--- config.mk ---
export PLATFORM = sky130hd
export DESIGN_NAME = decode_in_stim_engine_flat
export DESIGN_NICKNAME = d
export VERILOG_FILES = /design/src/rtl/decode_in_stim_engine_pkg.sv /design/src/rtl/decode_in_stim_engine_if.sv /design/src/rtl/decode_in_stim_engine_fifo.sv /design/src/rtl/decode_in_stim_engine.sv /design/src/flat_wrapper.sv
export SDC_FILE = /design/constraint.sdc
export NUM_CORES = 1
export LEC_CHECK = 0
export BUFFER_PORTS_ARGS = -buffer_cell sky130_fd_sc_hd__buf_2
export CAP_MARGIN = 20
export CORE_UTILIZATION = 45
export CTS_BUF_LIST = sky130_fd_sc_hd__clkbuf_16
export DETAILED_ROUTE_END_ITERATION = 10
export PLACE_DENSITY = 0.74
export SETUP_SLACK_MARGIN = 0.15
export SYNTH_ARGS = -nofsm -noshare
export SYNTH_HDL_FRONTEND = slang
export SYNTH_SLANG_ARGS = --single-unit
--- constraint.sdc ---
create_clock -name clock -period 13.5 [get_ports clock]
set_clock_uncertainty 0.2 [all_clocks]
set_input_delay 1.35 -clock clock [delete_from_list [all_inputs] [get_ports clock]]
set_output_delay 1.35 -clock clock [all_outputs]
set_load 0.05 [all_outputs]
--- src/rtl/decode_in_stim_engine_pkg.sv ---
`default_nettype none
// +----------------------------------------------------------------------------+
// | Package     : decode_in_pkg_hdl                                            |
// | Description : Shared types and default widths for the decode-input         |
// |               stimulus engine (entry layout, issue-state encoding).        |
// |               Optional feature macro: DECODE_IN_STIM_GAP_EN                |
// | Revision    : 1.0 - initial release                                        |
// +----------------------------------------------------------------------------+
package decode_in_pkg_hdl;

  localparam int DEF_INSTR_W = 16;
  localparam int DEF_NPC_W   = 16;
  localparam int DEF_PSR_W   = 3;
  localparam int DEF_DEPTH   = 8;
  localparam int DEF_GAP_W   = 4;

  // Issue engine states
  typedef enum logic [1:0] {
    IDLE  = 2'd0,
    GAP   = 2'd1,
    ISSUE = 2'd2
  } stim_state_e;

  // One queued decode-input transaction at the default widths
  typedef struct packed {
    logic [DEF_INSTR_W-1:0] instr;
    logic [DEF_NPC_W-1:0]   npc;
    logic [DEF_PSR_W-1:0]   psr;
    logic                   enable;
    logic [DEF_GAP_W-1:0]   gap;
  } stim_entry_t;

  // Width of an occupancy counter that must reach DEPTH itself
  function automatic int lvl_w(input int depth);
    return $clog2(depth + 1);
  endfunction

endpackage
`default_nettype wire

--- src/rtl/decode_in_stim_engine_if.sv ---
`default_nettype none
// +----------------------------------------------------------------------------+
// | Interface   : decode_in_stim_engine_if                                     |
// | Description : Push side, control and decode-bus signals of the stimulus    |
// |               engine. master = driver proxy / bench, slave = engine.       |
// |               Optional feature macro: DECODE_IN_STIM_GAP_EN                |
// | Revision    : 1.0 - initial release                                        |
// +----------------------------------------------------------------------------+
interface decode_in_stim_engine_if
  import decode_in_pkg_hdl::*;
#(
  parameter int INSTR_W = DEF_INSTR_W,
  parameter int NPC_W   = DEF_NPC_W,
  parameter int PSR_W   = DEF_PSR_W,
  parameter int DEPTH   = DEF_DEPTH,
  parameter int GAP_W   = DEF_GAP_W
) ();

  localparam int LVL_W = lvl_w(DEPTH);

  logic               initiator_en;
  logic               push_valid;
  logic               push_ready;
  logic [INSTR_W-1:0] push_instr;
  logic [NPC_W-1:0]   push_npc;
  logic [PSR_W-1:0]   push_psr;
  logic               push_enable;
  logic [GAP_W-1:0]   push_gap;
  logic               hold;
  logic               flush;
  logic               enable_decode;
  logic [INSTR_W-1:0] instr_dout;
  logic [NPC_W-1:0]   npc_in;
  logic [PSR_W-1:0]   psr;
  logic               bus_oe;
  logic [LVL_W-1:0]   level;
  logic [15:0]        issued_count;
  logic               busy;

  modport master (
    output initiator_en, push_valid, push_instr, push_npc, push_psr,
           push_enable, push_gap, hold, flush,
    input  push_ready, enable_decode, instr_dout, npc_in, psr, bus_oe,
           level, issued_count, busy
  );

  modport slave (
    input  initiator_en, push_valid, push_instr, push_npc, push_psr,
           push_enable, push_gap, hold, flush,
    output push_ready, enable_decode, instr_dout, npc_in, psr, bus_oe,
           level, issued_count, busy
  );

endinterface
`default_nettype wire

--- src/rtl/decode_in_stim_engine_fifo.sv ---
`default_nettype none
// +----------------------------------------------------------------------------+
// | Module      : decode_in_stim_fifo                                          |
// | Description : Synchronous DEPTH x WIDTH FIFO with show-ahead head output,  |
// |               occupancy level and a single-cycle flush.                    |
// | Revision    : 1.0 - initial release                                        |
// +----------------------------------------------------------------------------+
module decode_in_stim_fifo
  import decode_in_pkg_hdl::*;
#(
  parameter int WIDTH = 8,
  parameter int DEPTH = DEF_DEPTH,
  parameter int LVL_W = lvl_w(DEPTH)
) (
  input  wire              clock,
  input  wire              reset,
  input  wire              flush,
  input  wire              push,
  input  wire  [WIDTH-1:0] push_data,
  input  wire              pop,
  output logic [WIDTH-1:0] head,
  output logic             full,
  output logic             empty,
  output logic [LVL_W-1:0] level
);

  localparam int PTR_W = (DEPTH > 1) ? $clog2(DEPTH) : 1;

  logic [WIDTH-1:0] mem [DEPTH];
  logic [PTR_W-1:0] wr_ptr;
  logic [PTR_W-1:0] rd_ptr;
  logic [LVL_W-1:0] count;
  logic             do_push;
  logic             do_pop;

  // Flush wins over both sides; overflow/underflow requests are dropped here
  assign do_push = push & ~full  & ~flush;
  assign do_pop  = pop  & ~empty & ~flush;

  assign full  = (count == LVL_W'(DEPTH));
  assign empty = (count == '0);
  assign level = count;
  assign head  = mem[rd_ptr];

  // Storage array: written on accepted pushes only, never reset
  always_ff @(posedge clock) begin
    if (do_push) begin
      mem[wr_ptr] <= push_data;
    end
  end

  // Pointers and occupancy; DEPTH is a power of two so pointers wrap naturally
  always_ff @(posedge clock) begin
    if (reset || flush) begin
      wr_ptr <= '0;
      rd_ptr <= '0;
      count  <= '0;
    end else begin
      if (do_push) wr_ptr <= wr_ptr + 1'b1;
      if (do_pop)  rd_ptr <= rd_ptr + 1'b1;
      case ({do_push, do_pop})
        2'b10:   count <= count + 1'b1;
        2'b01:   count <= count - 1'b1;
        default: count <= count;
      endcase
    end
  end

endmodule
`default_nettype wire

--- src/rtl/decode_in_stim_engine.sv ---
`default_nettype none
// +----------------------------------------------------------------------------+
// | Module      : decode_in_stim_engine                                        |
// | Description : Queues LC3 decode-input transactions and plays them onto the |
// |               decode inputs one per clock, with optional idle gaps, hold   |
// |               and flush.                                                   |
// |               Optional feature macro: DECODE_IN_STIM_GAP_EN (per-entry     |
// |               idle gap; when undefined every entry issues back-to-back).   |
// | Revision    : 1.0 - initial release                                        |
// +----------------------------------------------------------------------------+
module decode_in_stim_engine
  import decode_in_pkg_hdl::*;
#(
  parameter int INSTR_W = DEF_INSTR_W,
  parameter int NPC_W   = DEF_NPC_W,
  parameter int PSR_W   = DEF_PSR_W,
  parameter int DEPTH   = DEF_DEPTH,
  parameter int GAP_W   = DEF_GAP_W
) (
  input wire clock,
  input wire reset,
  decode_in_stim_engine_if.slave bus
);

  localparam int LVL_W = lvl_w(DEPTH);
`ifdef DECODE_IN_STIM_GAP_EN
  localparam int ENTRY_W = INSTR_W + NPC_W + PSR_W + 1 + GAP_W;
`else
  localparam int ENTRY_W = INSTR_W + NPC_W + PSR_W + 1;
`endif

  logic [ENTRY_W-1:0] push_data;
  logic [ENTRY_W-1:0] head;
  logic               push;
  logic               pop;
  logic               full;
  logic               empty;
  logic [LVL_W-1:0]   level;

  logic [INSTR_W-1:0] head_instr;
  logic [NPC_W-1:0]   head_npc;
  logic [PSR_W-1:0]   head_psr;
  logic               head_enable;

  stim_state_e        state;
  stim_state_e        state_n;
  logic               issue;
  logic               enable_n;

  logic               enable_r;
  logic [INSTR_W-1:0] instr_r;
  logic [NPC_W-1:0]   npc_r;
  logic [PSR_W-1:0]   psr_r;
  logic [15:0]        issued_r;

`ifdef DECODE_IN_STIM_GAP_EN
  logic [GAP_W-1:0]   head_gap;
  logic [GAP_W-1:0]   gap_cnt;
  logic [GAP_W-1:0]   gap_cnt_n;

  assign push_data = {bus.push_instr, bus.push_npc, bus.push_psr,
                      bus.push_enable, bus.push_gap};
  assign {head_instr, head_npc, head_psr, head_enable, head_gap} = head;
`else
  // The gap field is neither stored nor looked at in this build
  logic [GAP_W-1:0]   unused_gap;

  assign unused_gap = bus.push_gap;
  assign push_data  = {bus.push_instr, bus.push_npc, bus.push_psr,
                       bus.push_enable};
  assign {head_instr, head_npc, head_psr, head_enable} = head;
`endif

  // No bypass: a pushed entry is always visible to the engine one edge later
  assign bus.push_ready = ~full & ~bus.flush;
  assign push           = bus.push_valid & bus.push_ready;

  decode_in_stim_fifo #(
    .WIDTH (ENTRY_W),
    .DEPTH (DEPTH),
    .LVL_W (LVL_W)
  ) u_fifo (
    .clock     (clock),
    .reset     (reset),
    .flush     (bus.flush),
    .push      (push),
    .push_data (push_data),
    .pop       (pop),
    .head      (head),
    .full      (full),
    .empty     (empty),
    .level     (level)
  );

  // Next-state, pop and issue decision; flush beats hold, hold freezes all
  always_comb begin
    state_n  = state;
    pop      = 1'b0;
    issue    = 1'b0;
    enable_n = enable_r;
`ifdef DECODE_IN_STIM_GAP_EN
    gap_cnt_n = gap_cnt;
`endif
    if (bus.flush) begin
      state_n  = IDLE;
      enable_n = 1'b0;
`ifdef DECODE_IN_STIM_GAP_EN
      gap_cnt_n = '0;
`endif
    end else if (!bus.hold) begin
      enable_n = 1'b0;
      case (state)
        IDLE, ISSUE: begin
          state_n = IDLE;
          if (!empty) begin
`ifdef DECODE_IN_STIM_GAP_EN
            if (head_gap == '0) begin
              pop      = 1'b1;
              issue    = 1'b1;
              enable_n = head_enable;
              state_n  = ISSUE;
            end else begin
              gap_cnt_n = head_gap - 1'b1;
              state_n   = GAP;
            end
`else
            pop      = 1'b1;
            issue    = 1'b1;
            enable_n = head_enable;
            state_n  = ISSUE;
`endif
          end
        end
        GAP: begin
`ifdef DECODE_IN_STIM_GAP_EN
          if (gap_cnt == '0) begin
            pop      = 1'b1;
            issue    = 1'b1;
            enable_n = head_enable;
            state_n  = ISSUE;
          end else begin
            gap_cnt_n = gap_cnt - 1'b1;
          end
`else
          state_n = IDLE;
`endif
        end
        default: state_n = IDLE;
      endcase
    end
  end

  // State register (and gap countdown when gaps are built in)
  always_ff @(posedge clock) begin
    if (reset) begin
      state <= IDLE;
`ifdef DECODE_IN_STIM_GAP_EN
      gap_cnt <= '0;
`endif
    end else begin
      state <= state_n;
`ifdef DECODE_IN_STIM_GAP_EN
      gap_cnt <= gap_cnt_n;
`endif
    end
  end

  // Decode-bus output registers; data fields hold between issues
  always_ff @(posedge clock) begin
    if (reset) begin
      enable_r <= 1'b0;
      instr_r  <= '0;
      npc_r    <= '0;
      psr_r    <= '0;
      issued_r <= '0;
    end else begin
      enable_r <= enable_n;
      if (issue) begin
        instr_r  <= head_instr;
        npc_r    <= head_npc;
        psr_r    <= head_psr;
        issued_r <= issued_r + 16'd1;
      end
    end
  end

  assign bus.enable_decode = enable_r;
  assign bus.instr_dout    = instr_r;
  assign bus.npc_in        = npc_r;
  assign bus.psr           = psr_r;
  assign bus.bus_oe        = bus.initiator_en;
  assign bus.level         = level;
  assign bus.issued_count  = issued_r;
  assign bus.busy          = (level != '0) | (state != IDLE);

endmodule
`default_nettype wire

--- src/flat_wrapper.sv ---
// flat-port wrapper written by rule: the top's interface ports become plain ports
module decode_in_stim_engine_flat import decode_in_pkg_hdl::*;
#(
  parameter int INSTR_W = DEF_INSTR_W,
  parameter int NPC_W   = DEF_NPC_W,
  parameter int PSR_W   = DEF_PSR_W,
  parameter int DEPTH   = DEF_DEPTH,
  parameter int GAP_W   = DEF_GAP_W
)
  (clock, reset, bus_initiator_en, bus_push_valid, bus_push_instr, bus_push_npc, bus_push_psr, bus_push_enable, bus_push_gap, bus_hold, bus_flush, bus_push_ready, bus_enable_decode, bus_instr_dout, bus_npc_in, bus_psr, bus_bus_oe, bus_level, bus_issued_count, bus_busy);
  decode_in_stim_engine_if #(.INSTR_W(INSTR_W), .NPC_W(NPC_W), .PSR_W(PSR_W), .DEPTH(DEPTH), .GAP_W(GAP_W)) bus_i ();
  input wire clock;
  input wire reset;
  input wire logic [$bits(bus_i.initiator_en)-1:0] bus_initiator_en;
  input wire logic [$bits(bus_i.push_valid)-1:0] bus_push_valid;
  input wire logic [$bits(bus_i.push_instr)-1:0] bus_push_instr;
  input wire logic [$bits(bus_i.push_npc)-1:0] bus_push_npc;
  input wire logic [$bits(bus_i.push_psr)-1:0] bus_push_psr;
  input wire logic [$bits(bus_i.push_enable)-1:0] bus_push_enable;
  input wire logic [$bits(bus_i.push_gap)-1:0] bus_push_gap;
  input wire logic [$bits(bus_i.hold)-1:0] bus_hold;
  input wire logic [$bits(bus_i.flush)-1:0] bus_flush;
  output wire logic [$bits(bus_i.push_ready)-1:0] bus_push_ready;
  output wire logic [$bits(bus_i.enable_decode)-1:0] bus_enable_decode;
  output wire logic [$bits(bus_i.instr_dout)-1:0] bus_instr_dout;
  output wire logic [$bits(bus_i.npc_in)-1:0] bus_npc_in;
  output wire logic [$bits(bus_i.psr)-1:0] bus_psr;
  output wire logic [$bits(bus_i.bus_oe)-1:0] bus_bus_oe;
  output wire logic [$bits(bus_i.level)-1:0] bus_level;
  output wire logic [$bits(bus_i.issued_count)-1:0] bus_issued_count;
  output wire logic [$bits(bus_i.busy)-1:0] bus_busy;
  assign bus_i.initiator_en = bus_initiator_en;
  assign bus_i.push_valid = bus_push_valid;
  assign bus_i.push_instr = bus_push_instr;
  assign bus_i.push_npc = bus_push_npc;
  assign bus_i.push_psr = bus_push_psr;
  assign bus_i.push_enable = bus_push_enable;
  assign bus_i.push_gap = bus_push_gap;
  assign bus_i.hold = bus_hold;
  assign bus_i.flush = bus_flush;
  assign bus_push_ready = bus_i.push_ready;
  assign bus_enable_decode = bus_i.enable_decode;
  assign bus_instr_dout = bus_i.instr_dout;
  assign bus_npc_in = bus_i.npc_in;
  assign bus_psr = bus_i.psr;
  assign bus_bus_oe = bus_i.bus_oe;
  assign bus_level = bus_i.level;
  assign bus_issued_count = bus_i.issued_count;
  assign bus_busy = bus_i.busy;
  decode_in_stim_engine #(.INSTR_W(INSTR_W), .NPC_W(NPC_W), .PSR_W(PSR_W), .DEPTH(DEPTH), .GAP_W(GAP_W)) u_core (.clock(clock), .reset(reset), .bus(bus_i));
endmodule
# Yosys cells after proc, flatten, opt, wreduce, memory -nomap -nowiden
# Memory sizes are Yosys's and may differ from the RTL's. A register that Yosys moved wholly into a read port is not among the register bits.
# Cells that the tools add are included.
# totals
n_memories	1
latch_bits	0
regBits	64
output_inout_bits	59
in_bits	46
rom_bits	0
mem_bits_rw	288
wordCells	50
# memory_table
memory	depth	word_bits	rd	rd_clocked_by_memory_dff	wr	line_no	text
u_core.u_fifo.mem	8	36	1	1	1	decode_in_stim_engine_fifo.sv:29	logic [WIDTH-1:0] mem [DEPTH];
# op_classes
mux	13
bitwise_logic	10
n_eq_ne	4
reduce_logical	8
shifts	0
multipliers	0
addsub	5
n_div	0
n_lt_le_gt_ge	0
# ops
cell	n
$add A16 B1 Y16 const B	1
$mux W1	8
$pmux W4 S2	1
$add A3 B1 Y3 const B	2
$and A1 B1 Y1	6
$mux W3	2
$add A4 B1 Y4 const B	1
$eq A2 B2 Y1 const B	2
$eq A4 B4 Y1 const B	1
$logic_not A4 Y1	1
$mux W2	2
$reduce_bool A2 Y1	2
$reduce_bool A4 Y1	1
$reduce_or A2 Y1	2
$sub A4 B1 Y4 const B	1
$not A1 Y1	3
$eq A2 B1 Y1 const B	1
$logic_not A2 Y1	1
$logic_or A1 B1 Y1	1
$or A1 B1 Y1	1

# Logic depth before layout (Yosys ltp)
# Gate-level depths: netlist of run 1.
# logic_depth
depth_word	9
ltp_mapped	11
depth_no_buf	10

# Modules after synthesis
# From an unflattened synthesis of run 1, not the netlist that was laid out.
# unflattened
cells_unflattened	746
hier_area_um2	13805.7
# by_module_without_submodules
mod	instances	area_each_um2	seq_area_each_um2	cells_each
decode_in_stim_fifo	1	11758.8	8908.5	496
decode_in_stim_engine	1	2047.0	1061.0	250

# Worst setup path before layout of run 1
# Ideal clock, no wire load.
# synth_path
kind	input-to-reg
startpoint	input bus_flush
endpoint	memory u_core.u_fifo.mem[0][0] in the netlist's numbering (enable)
setup_ns	0.474
t_required_ns	12.826
cell_stages	4
t_arrival_ns	4.668
setup_slack_ns	8.158
path_buffers	1
path_cell_list	clkbuf_1 > nor3b_1 > nand2b_1 > nor3_1
# synth_between
elab_chain_len	7
# synth_lines
element	line_no	text
from (decl)	flat_wrapper.sv:22	input wire logic [$bits(bus_i.flush)-1:0] bus_flush;
$not A1 Y1 (*)	decode_in_stim_engine_fifo.sv:37, decode_in_stim_engine.sv:75	
$and A1 B1 Y1	decode_in_stim_engine.sv:75	assign bus.push_ready = ~full & ~bus.flush;
$and A1 B1 Y1	decode_in_stim_engine.sv:76	assign push = bus.push_valid & bus.push_ready;
$and A1 B1 Y1	decode_in_stim_engine_fifo.sv:37	assign do_push = push & ~full & ~flush;
$and A1 B1 Y1 (*)	decode_in_stim_engine_fifo.sv:37	
$mux W1 (*)	decode_in_stim_engine_fifo.sv:47	if (do_push) begin
$mux W1 (not written as such) (*)	decode_in_stim_engine_fifo.sv:48	mem[wr_ptr] <= push_data;
to (decl)	decode_in_stim_engine_fifo.sv:29	
# Mark *: on every way between the ends. The rest lies on a longest branch, timed or not.

# Worst setup path in the final report of run 1
# layout_path
startpoint	input bus_flush
endpoint	memory u_core.u_fifo.mem[0][26] in the netlist's numbering (enable)
# The elaborated chain is that of the path after synthesis.

==> results_dict.tcl, run 1 <==
set metrics [dict create \
    grt_pass1_wl_um 41000 \
    final_layout_size_suffix_gt1_share_pct 33.3 \
    cts_buffer_depth 3 \
    grt_overflow 0 \
    yosysTopAreaCell "edfxtp_1" \
    period_minus_slack_ns 3.97 \
    holdBufCountCts 0 \
    die_height_um 175 \
    die_x_um 175 \
    crit_required_ns 13.45 \
    cts_tree "built" \
    dp_hpwl_um 14400 \
    critPathLaunchType "primary input" \
    fin_crit_sh_pct 29.4 \
    rsz0062_at_grt "false" \
    ys_ff_latch 354 \
    postCtsSetupRepairBufs 0 \
    avgSynthCellArea_um2 18.9 \
    die_area_um2 30500 \
    ys_seq_area_share_pct 74.4 \
    n_fill_cell 2269 \
    dr_total_vias 6830 \
    outcome "finished, final reports clean" \
    wl_per_cell_um 21.3 \
    clk_pin_slew_ns 0.06 \
    path_max_fanout 28 \
    antenna_found_initial 4 \
    h-tree-depth 2 \
    slew_viol_final 0 \
    worstPathArrival_ns 3.92 \
    setup_tns_ns 0 \
    start_util_pct 46.2 \
    drt_iter0_markers 605 \
    min_path_cells 2 \
    area_delta_synth_final_pct 15.7 \
    timing.hold.ws_ns 0.271 \
    synth_cell_types 43 \
    power.density_nw_per_um2 145 \
    syn_inst 708 \
    clock-root-buffer "clkbuf_16" \
    endpoint_kind "register" \
    yosys_warnings 0 \
    synthArstFlopShare_pct 0 \
    placed_cell_area_um2 14300 \
    finalSetupViolCount 0 \
    cts-resized-gates 0 \
    synth_edf_count 288 \
    grt_pass1_vias 7146 \
    totalWireLength_um 26400 \
    first_pass_iters 7 \
    final_antenna_net_count 0 \
    grt_max_degree 55 \
    drc 0 \
    ir_drop_v 0.000101 \
    ys.flop_type "edfxtp_1" \
    final_area_um2 15500 \
    cts-buffers-inserted 37 \
    hold_class "register to register" \
    fin_util_pct 53.4 \
    criticalPathCategory "primary input to register" \
    cts_sinks 354 \
    worstMarginPinSlew_ns 0.938 \
    ff2ff_setup_slack_ns 9.86 \
    nNetsFinal 871 \
    synth.area.top_cells "edfxtp_1 65%, mux4_2 12%, dfxtp_1 9.9%" \
    slew_headroom_pct 37.1 \
    p_total_uw 2250 \
    r2r_cells 5 \
    core.rowCount 62 \
    syn_nets 760 \
    numPortBuffers 98 \
    core-area_um2 29000 \
    clk_latency_ns 0.52 \
    syn_area_um2 13400 \
    drv_cap 0 \
    io_pins 105 \
    p_leak_uw 0.00513 \
    hold_viol_final 0 \
    gp_congestion 0.778 \
    viasPerCell 5.53 \
    track_usage_pct 17.8 \
    fmax_mhz 252 \
    synth_top_cell_area_share_pct 64.5 \
]
path summary, 6_finish.rpt:
| kind | start | end |
|---|---|---|
| max | bus_flush | u_core.u_fifo.mem[0][26] |
| min | u_core.bus.enable_decode | u_core.bus.enable_decode |
| max reg2reg | u_core.u_fifo.level[1] | u_core.u_fifo.mem[0][26] |
| min reg2reg | u_core.bus.enable_decode | u_core.bus.enable_decode |
worst max-delay path, cell delays in order:
cell and delay, ns:
buf_2 0.17, nor3b_1 0.62, nand2b_1 0.42, nor3_2 0.76
buf_4 0.58
metrics by stage:
stage | worst slack, ns | cells
after floorplan | 8.16 | 708
after global placement | 9.09 | 1164
after detailed placement | 8.94 | 1164
after CTS | 9.49 | 1232
after global routing | 9.35 | 1232
final | 9.53 | 1235
layer usage:
layer | vias to the layer above | share of wire, % | GRT usage [%]
li1 | 3075 | - | -
met1 | 3481 | 42 | 24.1
met2 | 233 | 49 | 29.2
met3 | 39 | 6.6 | 3.83
met4 | 2 | 1.6 | 4.78
met5 | - | 0.049 | 0
logic make-up after synthesis:
group,count (synthesis),synth area share [%]
flops,354,74.4
simple gates,152,6.93
buf+inv,43,1.88
mux,77,12.4
compound gates,62,2.92
xor+xnor,14,0.915
fa+ha+maj,6,0.560
state kept, by name (all words and copies together), names as in the netlist, named ones only:
| signal | cells |
|---|---|
| u_core.u_fifo.mem | 288 |
| u_core.bus.instr_dout | 16 |
| u_core.bus.issued_count | 16 |
| u_core.bus.npc_in | 16 |
| u_core.u_fifo.level | 4 |
| u_core.bus.psr | 3 |
| u_core.u_fifo.rd_ptr | 3 |
| u_core.u_fifo.wr_ptr | 3 |
| u_core.bus.enable_decode | 1 |
| u_core.state | 1 |
cells in the final DEF, fill, tap and decap left out, drive strengths merged:
cell,instances
inv,14
and4bb,1
bufinv,4
nor3,39
edfxtp,288
nand4,6
nand2b,6
xor2,11
a32o,1
buf,111
nand3,9
or3,4
a21oi,13
and3,1
or4,6
mux4,71
ha,6
and4,1
nor3b,2
a311oi,1
and2,1
clkinv,15
o211ai,1
o21ai,5
nor4,1
xnor2,3
dfxtp,66
mux2i,6
nand2,9
clkbuf,39
o31ai,5
nor4b,1
nor2,63
or2,2
o22ai,36
diode,3
synthesized netlist by cell type, drive strengths merged (9+ instances only):
library cell and number:
buf 23, o22ai 36, nand2 9, nor2 63, nor3 39, edfxtp 288, clkbuf 16, xor2 11
dfxtp 66, mux4 71, a21oi 13, nand3 9
where the power goes:
| part | total, µW | internal (µW) | leakage [µW] | switching (µW) |
|---|---|---|---|---|
| clock | 995 | 597 | 0.000623 | 398 |
| combinational | 64.1 | 19.7 | 0.00137 | 44.4 |
| sequential | 1190 | 1190 | 0.00314 | 4.03 |
cell type report:
type / instances / area [µm²] / share of cell area (%)
diodes: 3 / 7.51 / 0.0484
well taps: 384 / 480 / 3.10
repair buffers: 111 / 588 / 3.79
multi-input cells: 311 / 3240 / 20.9
inverters: 4 / 15.0 / 0.0968
flip-flops and latches: 354 / 9980 / 64.3
clock inverters: 29 / 224 / 1.44
clock buffers: 39 / 976 / 6.29
(Power assumes the default switching activity.)
==> run 2: changes to the inputs <==
==> constraint.sdc (replaced) <==
create_clock -name clock -period 3.8 [get_ports clock]
set_clock_uncertainty 0.2 [all_clocks]
set_input_delay 0.38 -clock clock [delete_from_list [all_inputs] [get_ports clock]]
set_output_delay 0.38 -clock clock [all_outputs]
set_load 0.05 [all_outputs]
==> run 2 against run 1 <==
Via count increased by 2.7%. Sequential power increased to 3.6 times the previous value. Final area increased by 2.3%. Global-route usage rose by 0.50 points. Total power grew to 3.4 times the previous value. Cell count up 3.2%. Critical endpoint is now u_core.u_fifo.level[2]. Non-clock buffer count up 47. Largest cell class unchanged. First-iteration DRC count rose by 13%. Register-to-register slack worse by 9.1 ns. Die area did not move. Setup slack worse by 8.8 ns.
==> results_dict.tcl, run 2 (synthesized netlist as in run 1, its figures left out) <==
set metrics [dict create \
    diodes 0 \
    postCtsSetupRepairBufs 0 \
    die_height_um 175 \
    viasPerCell 5.50 \
    crit_path_cell_trace "nor4b_1 > nor3b_1 > inv_1 > ha_1 > xor2_1 > ha_1 > a21oi_1 > xor2_1 > or3_1 > a21oi_1" \
    drc 0 \
    outcome "finished, final reports clean" \
    layout_commonest_cell "edfxtp_1" \
    cts_tree "built" \
    endpoint_kind "register" \
    fmax_mhz 325 \
    core.rowCount 62 \
    antenna_found_initial 0 \
    hold_class "primary input to register" \
    worstMarginPinSlew_ns 0.827 \
    h-tree-depth 2 \
    ir_drop_v 0.000331 \
    area_delta_synth_final_pct 18.4 \
    fin_crit_sh_pct 81.0 \
    die_area_um2 30500 \
    totalWireLength_um 26800 \
    slew_headroom_pct 44.4 \
    clk_latency_ns 0.51 \
    worstPathArrival_ns 3.31 \
    grt_pass1_wl_um 42100 \
    cts_sinks 354 \
    io_pins 105 \
    start_util_pct 46.2 \
    die_x_um 175 \
    criticalPathCategory "register to register" \
    grt_max_degree 49 \
    cts-buffers-inserted 36 \
    finalSetupViolCount 0 \
    critPathLaunchType "register" \
    cts_buffer_depth 3 \
    drt_iter0_markers 682 \
    slew_viol_final 0 \
    gp_congestion 0.751 \
    final_cell_mix "288 x edfxtp_1, 98 x buf_2, 71 x mux4_2, 64 x dfxtp_1, 56 x nor2_1" \
    final_layout_size_suffix_gt1_share_pct 32.9 \
    hold_viol_final 0 \
    power.density_nw_per_um2 486 \
    timing.hold.ws_ns 0.115 \
    numPortBuffers 98 \
    largest_reg_flops 288 \
    path_delay_family "simple AND/OR/NAND/NOR gates" \
    path_max_fanout 10 \
    wl_per_cell_um 21.0 \
    top_register "u_core.u_fifo.mem" \
    final_antenna_net_count 0 \
    track_usage_pct 18.3 \
    first_pass_iters 5 \
    slowest_stage "nor3b_1" \
    period_minus_slack_ns 3.08 \
    grt_overflow 0 \
    grt_pass1_vias 7254 \
    dp_hpwl_um 15400 \
    clock-root-buffer "clkbuf_16" \
    core-area_um2 29000 \
    nNetsFinal 917 \
    drv_cap 0 \
    max_stage_delay_ns 0.62 \
    dr_total_vias 7015 \
    p_leak_uw 0.00526 \
    rsz0062_at_grt "false" \
    crit_required_ns 4.03 \
    cp.buffers_inverters 1 \
    clk_pin_slew_ns 0.06 \
    setup_tns_ns 0 \
]
run 2: changes by cell type in the layout (fill, tap and decap cells not counted), sizes merged:
cell,before,now
dlygate4sd3,0,37
buf,111,121
bufinv,4,1
clkbuf,39,36
clkinv,15,18
diode,3,0
inv,14,11
clkinvlp,0,2
run 2: worst paths after layout:
| check | startpoint | cells past startpoint | endpoint | slack, ns |
|---|---|---|---|---|
| hold / removal | bus_flush | 4 | u_core.u_fifo.level[3] | 0.11 |
| setup reg to reg | u_core.u_fifo.level[1] | 10 | u_core.u_fifo.level[2] | 0.72 |
| hold reg to reg | u_core.bus.enable_decode | 2 | u_core.bus.enable_decode | 0.27 |
| setup / recovery | u_core.u_fifo.level[1] | 10 | u_core.u_fifo.level[2] | 0.72 |
run 2: cell type report:
| type | instances | area (µm²) |
|---|---|---|
| Clock buffer | 36 | 901 |
| Clock inverter | 28 | 170 |
| Fill cell | 2273 | 13100 |
| Inverter | 4 | 15.0 |
| Multi-Input combinational cell | 311 | 3250 |
| Sequential cell | 354 | 9980 |
| Tap cell | 384 | 480 |
| Timing Repair Buffer | 158 | 1070 |
run 2: power breakdown:
group          leakage (µW)  internal (µW)  switching, µW
logic               0.00158           97.4            166
clock network      0.000547           1800           1420
registers           0.00314           4220           14.9
total               0.00526           6120           1600
run 2: timing repair:
item                      CTS  global route
hold buffers               37             0
resized for setup           0             0
hold endpoints to repair  289             0
run 2: worst reg2reg max path, stage by stage (launching register included):
cell and delay [ns]:
dfxtp_1 0.51, nor4b_1 0.14, nor3b_1 0.62, inv_1 0.18, ha_1 0.32, xor2_1 0.17, ha_1 0.18, a21oi_1 0.14
xor2_1 0.09, or3_1 0.31, a21oi_1 0.14
run 2: through the flow:
| step | power (µW) | cells | util [%] | setup slack, ns | area, µm² |
|---|---|---|---|---|---|
| 2_1_floorplan | 4460 | 708 | - | 0.0651 | 13400 |
| 3_3_place_gp | 4540 | 1174 | 49.7 | 0.797 | 14400 |
| 3_5_place_dp | 4550 | 1174 | 49.7 | 0.743 | 14400 |
| 4_1_cts | 7780 | 1275 | 54.7 | 0.711 | 15900 |
| 5_1_grt | 7960 | 1275 | 54.7 | 0.412 | 15900 |
| 6_report | 7710 | 1275 | 54.7 | 0.720 | 15900 |
run 2: routing by layer:
layer  GRT usage, %  routed length, µm
met1           25.0              11500
met2           29.8              13000
met3           3.26               1640
met4           5.83                601
met5              0                  0
